===== src/rtl/mio_pkg.sv =====
// Shared types and constants for the memory-mapped I/O bus controller.
package mio_pkg;

  typedef enum logic [1:0] {
    ST_IDLE   = 2'd0,
    ST_ACCESS = 2'd1,
    ST_DONE   = 2'd2
  } state_t;

  localparam logic [3:0]  REG_REGION       = 4'hF;
  localparam logic [27:0] OFF_MASK         = 28'h000_0000;
  localparam logic [27:0] OFF_PEND         = 28'h000_0004;
  localparam logic [31:0] ERR_DATA_DEFAULT = 32'hDEAD_BEEF;

  // CPU request captured when a transaction is accepted
  typedef struct packed {
    logic        we;
    logic [3:0]  region;
    logic [27:0] addr;
    logic [31:0] wdata;
  } mio_req_t;

endpackage


===== src/rtl/mio_irq_ctrl.sv =====
// Interrupt block: slave IRQ edge detection, pending/mask registers,
// registered interrupt request and lowest-index priority encoding.
module mio_irq_ctrl
  import mio_pkg::*;
#(
  parameter int unsigned NCH = 4
) (
  input  logic           clk,
  input  logic           reset,
  input  logic [NCH-1:0] slv_irq,
  input  logic           mask_we,
  input  logic           pend_clr,
  input  logic [NCH-1:0] wdata,
  output logic           INT,
  output logic [3:0]     int_id,
  output logic [NCH-1:0] pending,
  output logic [NCH-1:0] irq_mask
);

  logic [NCH-1:0] irq_prev_q;
  logic [NCH-1:0] pend_q;
  logic [NCH-1:0] mask_q;
  logic           int_q;
  logic [3:0]     id_q;

  logic [NCH-1:0] rise_c;
  logic [NCH-1:0] clr_c;
  logic [NCH-1:0] active_c;
  logic [3:0]     id_c;

  assign rise_c   = slv_irq & ~irq_prev_q;
  assign clr_c    = pend_clr ? wdata : '0;
  assign active_c = pend_q & mask_q;

  // Scan from the top so the lowest active index is the last one written
  always_comb begin
    id_c = 4'd0;
    for (int k = NCH - 1; k >= 0; k--) begin
      if (active_c[k]) begin
        id_c = 4'(k);
      end
    end
  end

  // A new edge beats a same-cycle write-1-to-clear
  always_ff @(posedge clk or posedge reset) begin
    if (reset) begin
      irq_prev_q <= '0;
      pend_q     <= '0;
      mask_q     <= '0;
      int_q      <= 1'b0;
      id_q       <= 4'd0;
    end else begin
      irq_prev_q <= slv_irq;
      pend_q     <= (pend_q & ~clr_c) | rise_c;
      if (mask_we) begin
        mask_q <= wdata;
      end
      int_q      <= |active_c;
      id_q       <= id_c;
    end
  end

  assign INT      = int_q;
  assign int_id   = id_q;
  assign pending  = pend_q;
  assign irq_mask = mask_q;

endmodule


===== src/rtl/mio_bus_ctrl.sv =====
// CPU-to-slave bus bridge: decodes the address region, runs a fixed-wait
// slave access, serves the internal interrupt registers and flags bad regions.
module mio_bus_ctrl
  import mio_pkg::*;
#(
  parameter int unsigned NCH      = 4,
  parameter int unsigned WAIT     = 2,
  parameter logic [31:0] ERR_DATA = ERR_DATA_DEFAULT
) (
  input  logic              clk,
  input  logic              reset,
  input  logic              CPU_MIO,
  input  logic              mem_w,
  input  logic [31:0]       Addr_in,
  input  logic [31:0]       Data_in,
  output logic [31:0]       Data_out,
  output logic              MIO_ready,
  output logic              INT,
  output logic [3:0]        int_id,
  output logic              bus_err,
  output logic [NCH-1:0]    slv_sel,
  output logic              slv_we,
  output logic [27:0]       slv_addr,
  output logic [31:0]       slv_wdata,
  input  logic [NCH*32-1:0] slv_rdata,
  input  logic [NCH-1:0]    slv_irq
);

  localparam logic [3:0] NCH_R  = 4'(NCH);
  localparam logic [3:0] WAIT_R = 4'(WAIT);

  state_t         state_q;
  mio_req_t       req_q;
  logic [3:0]     cnt_q;
  logic [NCH-1:0] sel_q;
  logic           we_q;
  logic [31:0]    dout_q;
  logic           ready_q;
  logic           err_q;

  logic           mapped_c;
  logic           is_reg_c;
  logic           last_c;
  logic           reg_wr_c;
  logic           mask_we_c;
  logic           pend_clr_c;
  logic [31:0]    rdata_c;
  logic [NCH-1:0] pending;
  logic [NCH-1:0] irq_mask;

  assign mapped_c   = req_q.region < NCH_R;
  assign is_reg_c   = req_q.region == REG_REGION;
  assign last_c     = !mapped_c || (cnt_q == WAIT_R);
  assign reg_wr_c   = (state_q == ST_ACCESS) && is_reg_c && req_q.we;
  assign mask_we_c  = reg_wr_c && (req_q.addr == OFF_MASK);
  assign pend_clr_c = reg_wr_c && (req_q.addr == OFF_PEND);

  // Read data source for the region latched with the request
  always_comb begin
    rdata_c = ERR_DATA;
    if (mapped_c) begin
      for (int k = 0; k < NCH; k++) begin
        if (req_q.region == 4'(k)) begin
          rdata_c = slv_rdata[k*32 +: 32];
        end
      end
    end else if (is_reg_c) begin
      if (req_q.addr == OFF_MASK) begin
        rdata_c = 32'(irq_mask);
      end else if (req_q.addr == OFF_PEND) begin
        rdata_c = 32'(pending);
      end else begin
        rdata_c = 32'h0;
      end
    end
  end

  // Transaction FSM with registered bus and CPU-side outputs
  always_ff @(posedge clk or posedge reset) begin
    if (reset) begin
      state_q <= ST_IDLE;
      req_q   <= '0;
      cnt_q   <= 4'd0;
      sel_q   <= '0;
      we_q    <= 1'b0;
      dout_q  <= 32'h0;
      ready_q <= 1'b0;
      err_q   <= 1'b0;
    end else begin
      case (state_q)
        ST_IDLE: begin
          ready_q <= 1'b0;
          if (CPU_MIO) begin
            req_q.we     <= mem_w;
            req_q.region <= Addr_in[31:28];
            req_q.addr   <= Addr_in[27:0];
            req_q.wdata  <= Data_in;
            cnt_q        <= 4'd0;
            state_q      <= ST_ACCESS;
            if (Addr_in[31:28] < NCH_R) begin
              sel_q <= NCH'(1) << Addr_in[31:28];
              we_q  <= mem_w;
            end
          end
        end
        ST_ACCESS: begin
          if (last_c) begin
            sel_q   <= '0;
            we_q    <= 1'b0;
            ready_q <= 1'b1;
            state_q <= ST_DONE;
            if (!req_q.we) begin
              dout_q <= rdata_c;
            end
            if (!mapped_c && !is_reg_c) begin
              err_q <= 1'b1;
            end
          end else begin
            cnt_q <= cnt_q + 4'd1;
          end
        end
        ST_DONE: begin
          ready_q <= 1'b0;
          state_q <= ST_IDLE;
        end
        default: begin
          state_q <= ST_IDLE;
        end
      endcase
    end
  end

  mio_irq_ctrl #(
    .NCH (NCH)
  ) u_irq (
    .clk      (clk),
    .reset    (reset),
    .slv_irq  (slv_irq),
    .mask_we  (mask_we_c),
    .pend_clr (pend_clr_c),
    .wdata    (req_q.wdata[NCH-1:0]),
    .INT      (INT),
    .int_id   (int_id),
    .pending  (pending),
    .irq_mask (irq_mask)
  );

  assign Data_out  = dout_q;
  assign MIO_ready = ready_q;
  assign bus_err   = err_q;
  assign slv_sel   = sel_q;
  assign slv_we    = we_q;
  assign slv_addr  = req_q.addr;
  assign slv_wdata = req_q.wdata;

endmodule


===== config.mk =====
export PLATFORM = sky130hd
export DESIGN_NAME = mio_bus_ctrl
export DESIGN_NICKNAME = d
export VERILOG_FILES = /design/src/rtl/mio_pkg.sv /design/src/rtl/mio_irq_ctrl.sv /design/src/rtl/mio_bus_ctrl.sv
export SDC_FILE = /design/constraint.sdc
export NUM_CORES = 1
export LEC_CHECK = 0
export BUFFER_PORTS_ARGS = -buffer_cell sky130_fd_sc_hd__buf_2
export CELL_PAD_IN_SITES_DETAIL_PLACEMENT = 1
export CELL_PAD_IN_SITES_GLOBAL_PLACEMENT = 1
export CORE_ASPECT_RATIO = 1.1
export CORE_MARGIN = 1.5
export CORE_UTILIZATION = 32
export CTS_BUF_LIST = sky130_fd_sc_hd__clkbuf_8 sky130_fd_sc_hd__clkbuf_16
export DETAILED_ROUTE_END_ITERATION = 6
export PLACE_DENSITY = 0.82
export SLEW_MARGIN = 15
export SYNTH_ARGS = -nofsm -noshare
export SYNTH_HDL_FRONTEND = slang
export SYNTH_SLANG_ARGS = --single-unit

===== constraint.sdc =====
create_clock -name clk -period 4.1 [get_ports clk]
set_input_delay 0.615 -clock clk [delete_from_list [all_inputs] [get_ports clk]]
set_output_delay 0.615 -clock clk [all_outputs]
set_load 0.02 [all_outputs]

==> impl_metrics.toml, run 1 <==
[run_status]
outcome = "finished with violations"
violations = "design-rule violations"

[die]
die_area_mm2 = 0.0213
fp.dieH_um = 153
start_util_pct = 32.8
die_x_um = 139
ios = 304
rows = 54
core_area_mm2 = 0.0199

[yosys]
synth_top_family_by_area = "multiplexers"
synthAdderAreaFrac_pct = 0.382
synth_area_mm2 = 0.00654
synth_area_leaders = "dfrtp_1 48%, mux2_2 11%, buf_4 7.3%, mux4_2 6.5%, a221oi_2 3.0%"
synth_warnings = 0
synth-simple-area-share_pct = 9.37
synth_edf_count = 0
synth_most_common_cell = "dfrtp_1"
ys_seq_elements = 125
synth_compound_area_share_pct = 12.5
ys.flop_type = "dfrtp_1"
synth_common_cells = "125 x dfrtp_1, 66 x mux2_2, 64 x buf_4, 35 x o21ai_0, 22 x nand2_1"
yosys.area.top_type = "dfrtp_1"
syn_inst = 524
syn_area_per_cell_um2 = 12.5
seq_area_frac_synth_pct = 47.8
synth_mux_area_share_pct = 19.6
synth.distinct_cells = 50
async_reset_ff_share_pct = 100
synth_xor_area_share_pct = 0.268
synth_top_area_share_pct = 47.8

[flow_run]
maxCapViolations = 0

[global_routing]
grt_pass1_wl_mm = 30.0
busiest_layer = "met2"
grt_max_degree = 85
track_usage_pct = 18.2
use_met3_pct = 4.92
grt_pass1_vias = 5542
grt-ovfl-total = 0
met2_usage_pct = 32.7
met1_usage_pct = 20.4
antenna_found_initial = 1

[place]
detailed_place_hpwl_mm = 14.7
io_buffers = 301
gp_congestion = 0.849
dp.cells = 993

[power_and_ir_drop]
power_leakage_nw = 3.90
powerDensity_mw_per_mm2 = 786
vdd_drop_max_v = 0.000356

[critical_path]
arrival_ps = 2570
path_class = "reg -> reg"
cp_num_buf_inv = 2
slowest_stage = "or3b_4"
r2r_slack_ps = 1820
slowest_delay_ps = 440
endpoint_kind = "flip-flop"
cp_max_fo = 32
crit_chain = "inv_1, ha_1, or3b_4, a211oi_4, buf_4, nand2_1, o221a_2"
worst_setup_path_start_kind = "flip-flop"
reg2regPathDepth = 7
r2r_start = "cnt_q[0]"
r2r_end = "Data_out[2]"
cp.required_ps = 4390
crit_family = "simple AND/OR/NAND/NOR gates"

[clock_tree]
postCtsHoldBufs = 0
clk_path_buf_depth = 2
cts_buffers = 17
cts_resized = 0
cts_tree = "yes"
clk_latency_ps = 410
clock_sinks = 125
cts_htree_levels = 4
cts-root-buf = "clkbuf_16"
cts_setup_buffers = 0
clkSlewWorstSetupHoldPaths_ps = 60

[route]
routed_via_density = 4.95
routed_wl_mm = 19.0
antenna_left = 0
vias = 5081
drc = 48
routedWlPerCell_um = 18.5
drt_iter0_drc = 189
drt_pass1_iterations = 7

[sta]
rsz0062_at_grt = "no"
fin_skew_ps = 9.00
finalSetupViolCount = 0
slew_violations = 0
min_period_over_period_pct = 55.6
hold_viol = 0
relSlewSlack_pct = 49.2
max_freq_mhz = 439
fin_setup_tns_ps = 0
hold_ws_ps = 321
tightestPinTransition_ps = 763
period_needed_ps = 2280

[cells_and_area]
fin_cells = 1027
finalNetCount = 962
drive_above_1_share_pct = 60.2
syn_to_final_growth_pct = 28.8
nFillCells = 2225

[worst_hold_path]
hold_depth = 1
hp-start = "slv_irq[1]"
min_path_type = "in -> reg"
hold_end = "u_irq.irq_prev_q[1]"
-- where the power goes --
part | switching (mW) | leakage [nW] | total [mW] | internal (mW)
sequential | 0.401 | 1.47 | 2.14 | 1.74
combinational | 1.75 | 2.16 | 3.00 | 1.25
clock | 0.549 | 0.282 | 1.48 | 0.935
total | 2.70 | 3.90 | 6.62 | 3.92
-- through the flow --
stage                     instance area (um^2)  utilization (%)  power (mW)  setup WS (ps)
after floorplan                           6550                -        4.66            157
after global placement                    7830             39.3        5.10           1850
after detailed placement                  7830             39.3        5.20           1820
after CTS                                 8420             42.2        6.73           1820
after global routing                      8420             42.2        7.05           1580
final                                     8430             42.3        6.62           1820
-- cell usage in the layout (no fill, tap or decap), types with 15 or more instances in the layout --
cell	count
o21ai_0	35
clkbuf_16	17
nor2_1	17
mux4_2	19
dfrtp_1	123
buf_2	301
mux2_2	66
nand2_1	22
nor2b_1	15
-- flip-flops by register name, summed over array words and instances, names as in the netlist --
signal,count
u_irq.INT,1
u_irq.int_id,2
slv_addr,28
slv_we,1
slv_wdata,32
MIO_ready,1
u_irq.pending,4
u_irq.irq_prev_q,4
slv_sel,4
Data_out,32
state_q,2
req_q,5
bus_err,1
u_irq.irq_mask,4
cnt_q,4
-- worst max-delay path by stage --
stage / slack [ps] / depth (start not counted) / end / startpoint
6_report: 1820 / 7 / Data_out[2] / cnt_q[0]
4_1_cts: 1820 / 7 / Data_out[2] / cnt_q[0]
3_5_place_dp: 1820 / 5 / cnt_q[1] / CPU_MIO
3_3_place_gp: 1850 / 5 / Data_out[0] / req_q[63]
2_1_floorplan: 160 / 1 / Data_out[0] / reset
5_1_grt: 1580 / 5 / Data_out[0] / req_q[63]
-- cell families (layout without fill, tap and decap cells) --
logic type                 Yosys count  count (layout)
DFF                                125             125
AOI/OAI and AO/OA                  102             102
buffers and inverters              100             347
and+or+nand+nor                     98              98
muxes                               94              94
adders and majority gates            2               2
xor gates and xnor gates             2               2
other                                1               5
-- per-layer routing --
layer	share of wire [%]	up-vias
met5	0	-
met4	1.9	0
met3	5.9	24
met2	54	178
met1	38	2529
li1	-	2350
-- cell type report --
| cell class | count | area (um^2) | share of cell area, % |
|---|---|---|---|
| antenna | 3 | 7.51 | 0.0891 |
| inverter | 7 | 31.3 | 0.371 |
| clock inverter | 11 | 118 | 1.40 |
| timing repair buffer | 309 | 1580 | 18.7 |
| sequential | 125 | 3130 | 37.2 |
| tap | 252 | 315 | 3.74 |
| clock buffer | 20 | 467 | 5.54 |
| multi-input combinational | 300 | 2780 | 33.0 |
Power figures use the tool's default switching activity.
==> run 2, diff against run 1 <==
--- a/config.mk
+++ b/config.mk
@@ -5,15 +5,16 @@
 export SDC_FILE = /design/constraint.sdc
 export NUM_CORES = 1
 export LEC_CHECK = 0
+export ABC_AREA = 1
 export BUFFER_PORTS_ARGS = -buffer_cell sky130_fd_sc_hd__buf_2
 export CELL_PAD_IN_SITES_DETAIL_PLACEMENT = 1
 export CELL_PAD_IN_SITES_GLOBAL_PLACEMENT = 1
 export CORE_ASPECT_RATIO = 1.1
 export CORE_MARGIN = 1.5
-export CORE_UTILIZATION = 32
+export CORE_UTILIZATION = 33
 export CTS_BUF_LIST = sky130_fd_sc_hd__clkbuf_8 sky130_fd_sc_hd__clkbuf_16
 export DETAILED_ROUTE_END_ITERATION = 6
-export PLACE_DENSITY = 0.82
+export PLACE_DENSITY = 0.87
 export SLEW_MARGIN = 15
 export SYNTH_ARGS = -nofsm -noshare
 export SYNTH_HDL_FRONTEND = slang
==> constraint.sdc (replaced) <==
create_clock -name clk -period 2.1 [get_ports clk]
set_input_delay 0.315 -clock clk [delete_from_list [all_inputs] [get_ports clk]]
set_output_delay 0.315 -clock clk [all_outputs]
set_load 0.02 [all_outputs]
==> impl_metrics.toml, run 2 <==
[clock_tree]
clock_sinks = 125
cts_htree_levels = 4
cts_tree = "yes"
clkSlewWorstSetupHoldPaths_ps = 60
clk_latency_ps = 410
cts_buffers = 17
cts_setup_buffers = 0
cts-root-buf = "clkbuf_16"
clk_path_buf_depth = 2

[die]
start_util_pct = 33.4
ios = 304
fp.dieH_um = 151
core_area_mm2 = 0.0197
die_area_mm2 = 0.0208
rows = 54
die_x_um = 138

[cells_and_area]
nFillCells = 2524
fin_cells = 1350
final_cell_mix = "313 x nand2_1, 301 x buf_2, 125 x dfrtp_1"
drive_above_1_share_pct = 34.8
finalNetCount = 1284
syn_to_final_growth_pct = 29.9
final_common_cell = "nand2_1"
fin_util_pct = 43.4

[sta]
slew_violations = 0
tightestPinTransition_ps = 508
period_needed_ps = 1880
min_period_over_period_pct = 89.6
max_freq_mhz = 531
relSlewSlack_pct = 66.1
finalSetupViolCount = 0
hold_ws_ps = 23.5
hold_viol = 0
fin_skew_ps = 12.4
rsz0062_at_grt = "no"
fin_setup_tns_ps = 0

[route]
drt_iter0_drc = 236
antenna_left = 0
routed_wl_mm = 22.6
drt_pass1_iterations = 4
routedWlPerCell_um = 16.7
drc = 0
vias = 6372
routed_via_density = 4.72

[critical_path]
worstSetupStartpoint = "cnt_q[0]"
slowest_delay_ps = 420
cp_max_fo = 13
crit_top_cell = "nand2_4"
crit_family = "simple AND/OR/NAND/NOR gates"
endpoint_kind = "flip-flop"
cp.required_ps = 2380
worst_setup_path_start_kind = "flip-flop"
slowest_stage = "dfrtp_1"
r2r_start = "cnt_q[0]"
path_class = "reg -> reg"
cp_num_buf_inv = 3
arrival_ps = 2170
crit_chain = "inv_1, ha_1, nand3_1, nand2_4, nand2_4, nor2_8, nand2_2, clkinvlp_4, buf_4, a21boi_1"

[global_routing]
grt_max_degree = 57
grt_pass1_vias = 6608
grt_pass1_wl_mm = 34.1
track_usage_pct = 21.5
antenna_found_initial = 7
grt-ovfl-total = 0

[yosys]
syn_area_per_cell_um2 = 7.86
yosys.area.top_type = "dfrtp_1"
synth_area_leaders = "dfrtp_1 47%, nand2_1 18%, buf_4 7.5%, nor2_1 3.7%, inv_1 2.8%"
synth_edf_count = 0
synth_most_common_cell = "nand2_1"
seq_area_frac_synth_pct = 47.5
synth_top_area_share_pct = 47.5
async_reset_ff_share_pct = 100
syn_inst = 838
synth_warnings = 0
ys.flop_type = "dfrtp_1"
synth_common_cells = "314 x nand2_1, 125 x dfrtp_1, 66 x buf_4, 65 x nor2_1, 50 x inv_1"
synth_area_mm2 = 0.00659
ys_seq_elements = 125
synth.distinct_cells = 39

[worst_hold_path]
hp-start = "slv_irq[2]"
min_path_type = "in -> reg"

[place]
io_buffers = 301
dp.cells = 1314
gp_congestion = 0.873
detailed_place_hpwl_mm = 17.7

[power_and_ir_drop]
total_power_mw = 12.8
power_leakage_nw = 4.56
vdd_drop_max_v = 0.000649
powerDensity_mw_per_mm2 = 1490

[run_status]
outcome = "complete, no violations"

[flow_run]
maxCapViolations = 0
[run 2: repair_timing]
item,in CTS,in global routing
hold buffers,1,0
setup endpoints to repair,0,9
hold endpoints to repair,12,0
gates resized for setup,0,3
[run 2: where the power goes]
group          internal (mW)  switching [mW]  total, mW
clock                   1.82            1.15       2.96
sequential              3.33           0.655       3.98
combinational           1.96            3.85       5.81
total                   7.10            5.65       12.8
[run 2: layout make-up]
class / count / area [um^2] / area share (%)
antenna: 3 / 7.51 / 0.0877
multi-input combinational: 562 / 2610 / 30.5
tap: 252 / 315 / 3.68
inverter: 58 / 231 / 2.70
clock inverter: 13 / 138 / 1.61
sequential: 125 / 3130 / 36.5
timing repair buffer: 318 / 1670 / 19.6
clock buffer: 19 / 453 / 5.29
[run 2: logic make-up (layout without fill, tap and decap cells)]
family	Yosys count	after routing	share of synthesized area (%)
other cells	1	5	0.0569
fa+ha+maj	2	2	0.380
compound gates	103	103	9.71
mux	1	1	0.171
buf+inv	152	408	13.0
simple gates	454	454	29.2
flops	125	125	47.5
[run 2: layer usage]
layer  global-route usage (%)  up-vias  share of wire, %  routed length [um]
li1                         -     3087                 -                   -
met1                     25.1     3039                40                9110
met2                     38.3      217                50               11300
met3                     6.22       25               7.6                1710
met4                     5.94        4               1.8                 409
met5                        0        -              0.12                  26
[run 2: worst register-to-register path: stages (launching register included)]
cell and delay (ps):
dfrtp_1 420, inv_1 80, ha_1 130, nand3_1 120
nand2_4 90, nand2_4 110, nor2_8 230, nand2_2 90
clkinvlp_4 170, buf_4 220, a21boi_1 110
[run 2: final timing paths]
kind | to | slack (ps) | cells after the start
max | Data_out[9] | 220 | 10
min | u_irq.irq_prev_q[2] | 20 | 1
max reg2reg | Data_out[9] | 220 | 10
min reg2reg | u_irq.pending[3] | 410 | 1
max in group asynchronous | Data_out[6] | 870 | 4
min in group asynchronous | u_irq.pending[2] | 470 | 3
[run 2: through the flow]
step	worst slack, ps	instance area [um^2]
final	218	8560
after floorplan	246	6590
after global routing	34.7	8550
after global placement	245	7940
after CTS	126	8540
after detailed placement	142	7940
==> run 3, diff against run 2 <==
--- a/config.mk
+++ b/config.mk
@@ -5,17 +5,17 @@
 export SDC_FILE = /design/constraint.sdc
 export NUM_CORES = 1
 export LEC_CHECK = 0
-export ABC_AREA = 1
 export BUFFER_PORTS_ARGS = -buffer_cell sky130_fd_sc_hd__buf_2
 export CELL_PAD_IN_SITES_DETAIL_PLACEMENT = 1
 export CELL_PAD_IN_SITES_GLOBAL_PLACEMENT = 1
 export CORE_ASPECT_RATIO = 1.1
 export CORE_MARGIN = 1.5
-export CORE_UTILIZATION = 33
+export CORE_UTILIZATION = 35
 export CTS_BUF_LIST = sky130_fd_sc_hd__clkbuf_8 sky130_fd_sc_hd__clkbuf_16
 export DETAILED_ROUTE_END_ITERATION = 6
-export PLACE_DENSITY = 0.87
+export PLACE_DENSITY = 0.86
 export SLEW_MARGIN = 15
 export SYNTH_ARGS = -nofsm -noshare
 export SYNTH_HDL_FRONTEND = slang
+export SYNTH_HIERARCHICAL = 1
 export SYNTH_SLANG_ARGS = --single-unit
==> impl_metrics.toml, run 3 <==
[clock_tree]
clkSlewWorstSetupHoldPaths_ps = 60
clk_path_buf_depth = 2
clk_latency_ps = 410
cts_htree_levels = 4
cts_buffers = 17
clock_sinks = 125
cts-root-buf = "clkbuf_16"
cts_tree = "yes"

[die]
die_area_mm2 = 0.0188
start_util_pct = 35.6
fp.dieH_um = 144
ios = 304
rows = 51
core_area_mm2 = 0.0177
die_x_um = 131

[cells_and_area]
fin_cells = 1016
nFillCells = 1953
final_common_cell = "buf_2"
finalNetCount = 962
final_cell_mix = "301 x buf_2, 124 x dfrtp_1, 75 x mux2_2"
syn_to_final_growth_pct = 33.4
drive_above_1_share_pct = 61.1

[critical_path]
crit_family = "simple AND/OR/NAND/NOR gates"
cp_num_buf_inv = 2
cp_max_fo = 4
arrival_ps = 2310
endpoint_kind = "flip-flop"
path_class = "reg -> reg"
crit_chain = "nor4_4, and4_4, nand3_2, buf_4, nor3_1, buf_4, nand2_1, nand2_1, o21ai_0"
worst_setup_path_start_kind = "flip-flop"
cp.required_ps = 2380
slowest_delay_ps = 410
slowest_stage = "dfrtp_1"

[power_and_ir_drop]
switching_share_pct = 40.2
p_int_mw = 7.95
switching_power_mw = 5.34
pwr-share-seq_pct = 31.8
comb_power_share_pct = 46.0
powerDensity_mw_per_mm2 = 1580
vdd_drop_max_v = 0.000813
power_leakage_nw = 4.07
power_frac_clock_pct = 22.2

[yosys]
synth_area_mm2 = 0.00629
async_reset_ff_share_pct = 100
synth_common_cells = "125 x dfrtp_1, 75 x mux2_2, 64 x buf_4, 55 x nand2_1, 36 x o21ai_0"
ys_seq_elements = 125
synth.distinct_cells = 41
ys.flop_type = "dfrtp_1"
yosys.area.top_type = "dfrtp_1"
synth_top_area_share_pct = 49.7
syn_inst = 511
synth_most_common_cell = "dfrtp_1"
synth_area_leaders = "dfrtp_1 50%, mux2_2 13%, mux4_2 11%, buf_4 7.6%, nand2_1 3.3%"
seq_area_frac_synth_pct = 49.7
synth_edf_count = 0
synth_warnings = 6
syn_area_per_cell_um2 = 12.3

[worst_hold_path]
min_path_type = "in -> reg"

[sta]
fin_setup_tns_ps = 0
finalSetupViolCount = 0
tightestPinTransition_ps = 602
fin_skew_ps = 7.01
slew_violations = 0
hold_viol = 0
rsz0062_at_grt = "no"
hold_ws_ps = 33.7
period_needed_ps = 2020
max_freq_mhz = 494
relSlewSlack_pct = 59.8
min_period_over_period_pct = 96.4
setup_slack_ps = 75.6

[global_routing]
track_usage_pct = 21.0
grt_pass1_vias = 5413
grt_max_degree = 57
grt-ovfl-total = 0
grt_pass1_wl_mm = 29.3
antenna_found_initial = 5

[route]
antenna_left = 0
routed_wl_mm = 19.8
routedWlPerCell_um = 19.5
drt_pass1_iterations = 4
drt_iter0_drc = 146
vias = 5024
routed_via_density = 4.94
drc = 0

[place]
detailed_place_hpwl_mm = 15.3
gp_congestion = 0.812
dp.cells = 978
io_buffers = 301
post-place-ws_ps = 32.7

[run_status]
outcome = "complete, no violations"

[flow_run]
maxCapViolations = 0
run 3: changes by cell type after synthesis, moves of 23 or more:
cell,delta
o21ai_1,-28
mux2_2,+74
mux4_2,+30
inv_1,-39
nand3_1,-23
nand2_1,-259
nor2_1,-60
run 3: worst paths after layout:
check / startpoint / cells past startpoint / to / slack [ps]
worst max-delay path: slv_addr[4] / 9 / u_irq/pending[3] / 80
worst min-delay path: slv_irq[2] / 1 / u_irq/irq_prev_q[2] / 30
max in group asynchronous: reset / 4 / slv_wdata[15] / 1010
min in group asynchronous: reset / 3 / Data_out[3] / 530
worst max register to register: slv_addr[4] / 9 / u_irq/pending[3] / 80
worst min register to register: u_irq/irq_prev_q[2] / 1 / u_irq/pending[2] / 420
run 3: metrics by stage:
step	cell area, um^2	power [mW]	util, %
after floorplan	6300	8.96	-
after global placement	7730	10.1	43.7
after detailed placement	7730	10.4	43.7
after CTS	8350	13.4	47.2
after global routing	8390	14.1	47.4
final	8390	13.3	47.4
run 3: layout make-up:
cell class	count	area (um^2)	area share (%)
clock buffer	20	467	5.56
inverter	11	45.0	0.537
multi-input combinational	284	2550	30.4
timing repair buffer	321	1750	20.8
clock inverter	12	135	1.61
tap	238	298	3.55
sequential	125	3130	37.3
antenna	5	12.5	0.149
run 3: power by group through the flow:
| stage | Combinational, mW | Sequential [mW] | Clock, mW |
|---|---|---|---|
| after global routing | 6.59 | 4.38 | 3.14 |
| after floorplan | 4.60 | 4.35 | 0 |
| after CTS | 6.18 | 4.22 | 3.03 |
| after detailed placement | 6.15 | 4.24 | 0 |
| final | 6.11 | 4.23 | 2.94 |
| after global placement | 5.97 | 4.13 | 0 |
run 3: cells by family after synthesis:
logic type      Yosys count  share of synthesized area, %
other cells               1                        0.0596
fa+ha+maj                 2                         0.398
xor+xnor                  2                         0.279
compound gates           71                          6.49
mux                     114                          25.6
flops                   125                          49.7
simple gates             93                          6.98
buf+inv                 103                          10.4
run 3: repair_timing:
item / 4_1_cts / 5_1_grt
hold buffers: 1 / 0
resized for setup: 2 / 4
setup buffers: 0 / 0
endpoints found under the setup margin: 5 / 7
pin swaps: 0 / 1
hold endpoints to repair: 16 / 0
run 3: layer usage:
layer  wire (um)  vias up  GRT usage, %
met5           0        -             0
met2       10800      212          38.7
met4         401        0          9.43
met3        1500       34          7.30
li1            -     2275             -
met1        7090     2503          21.1
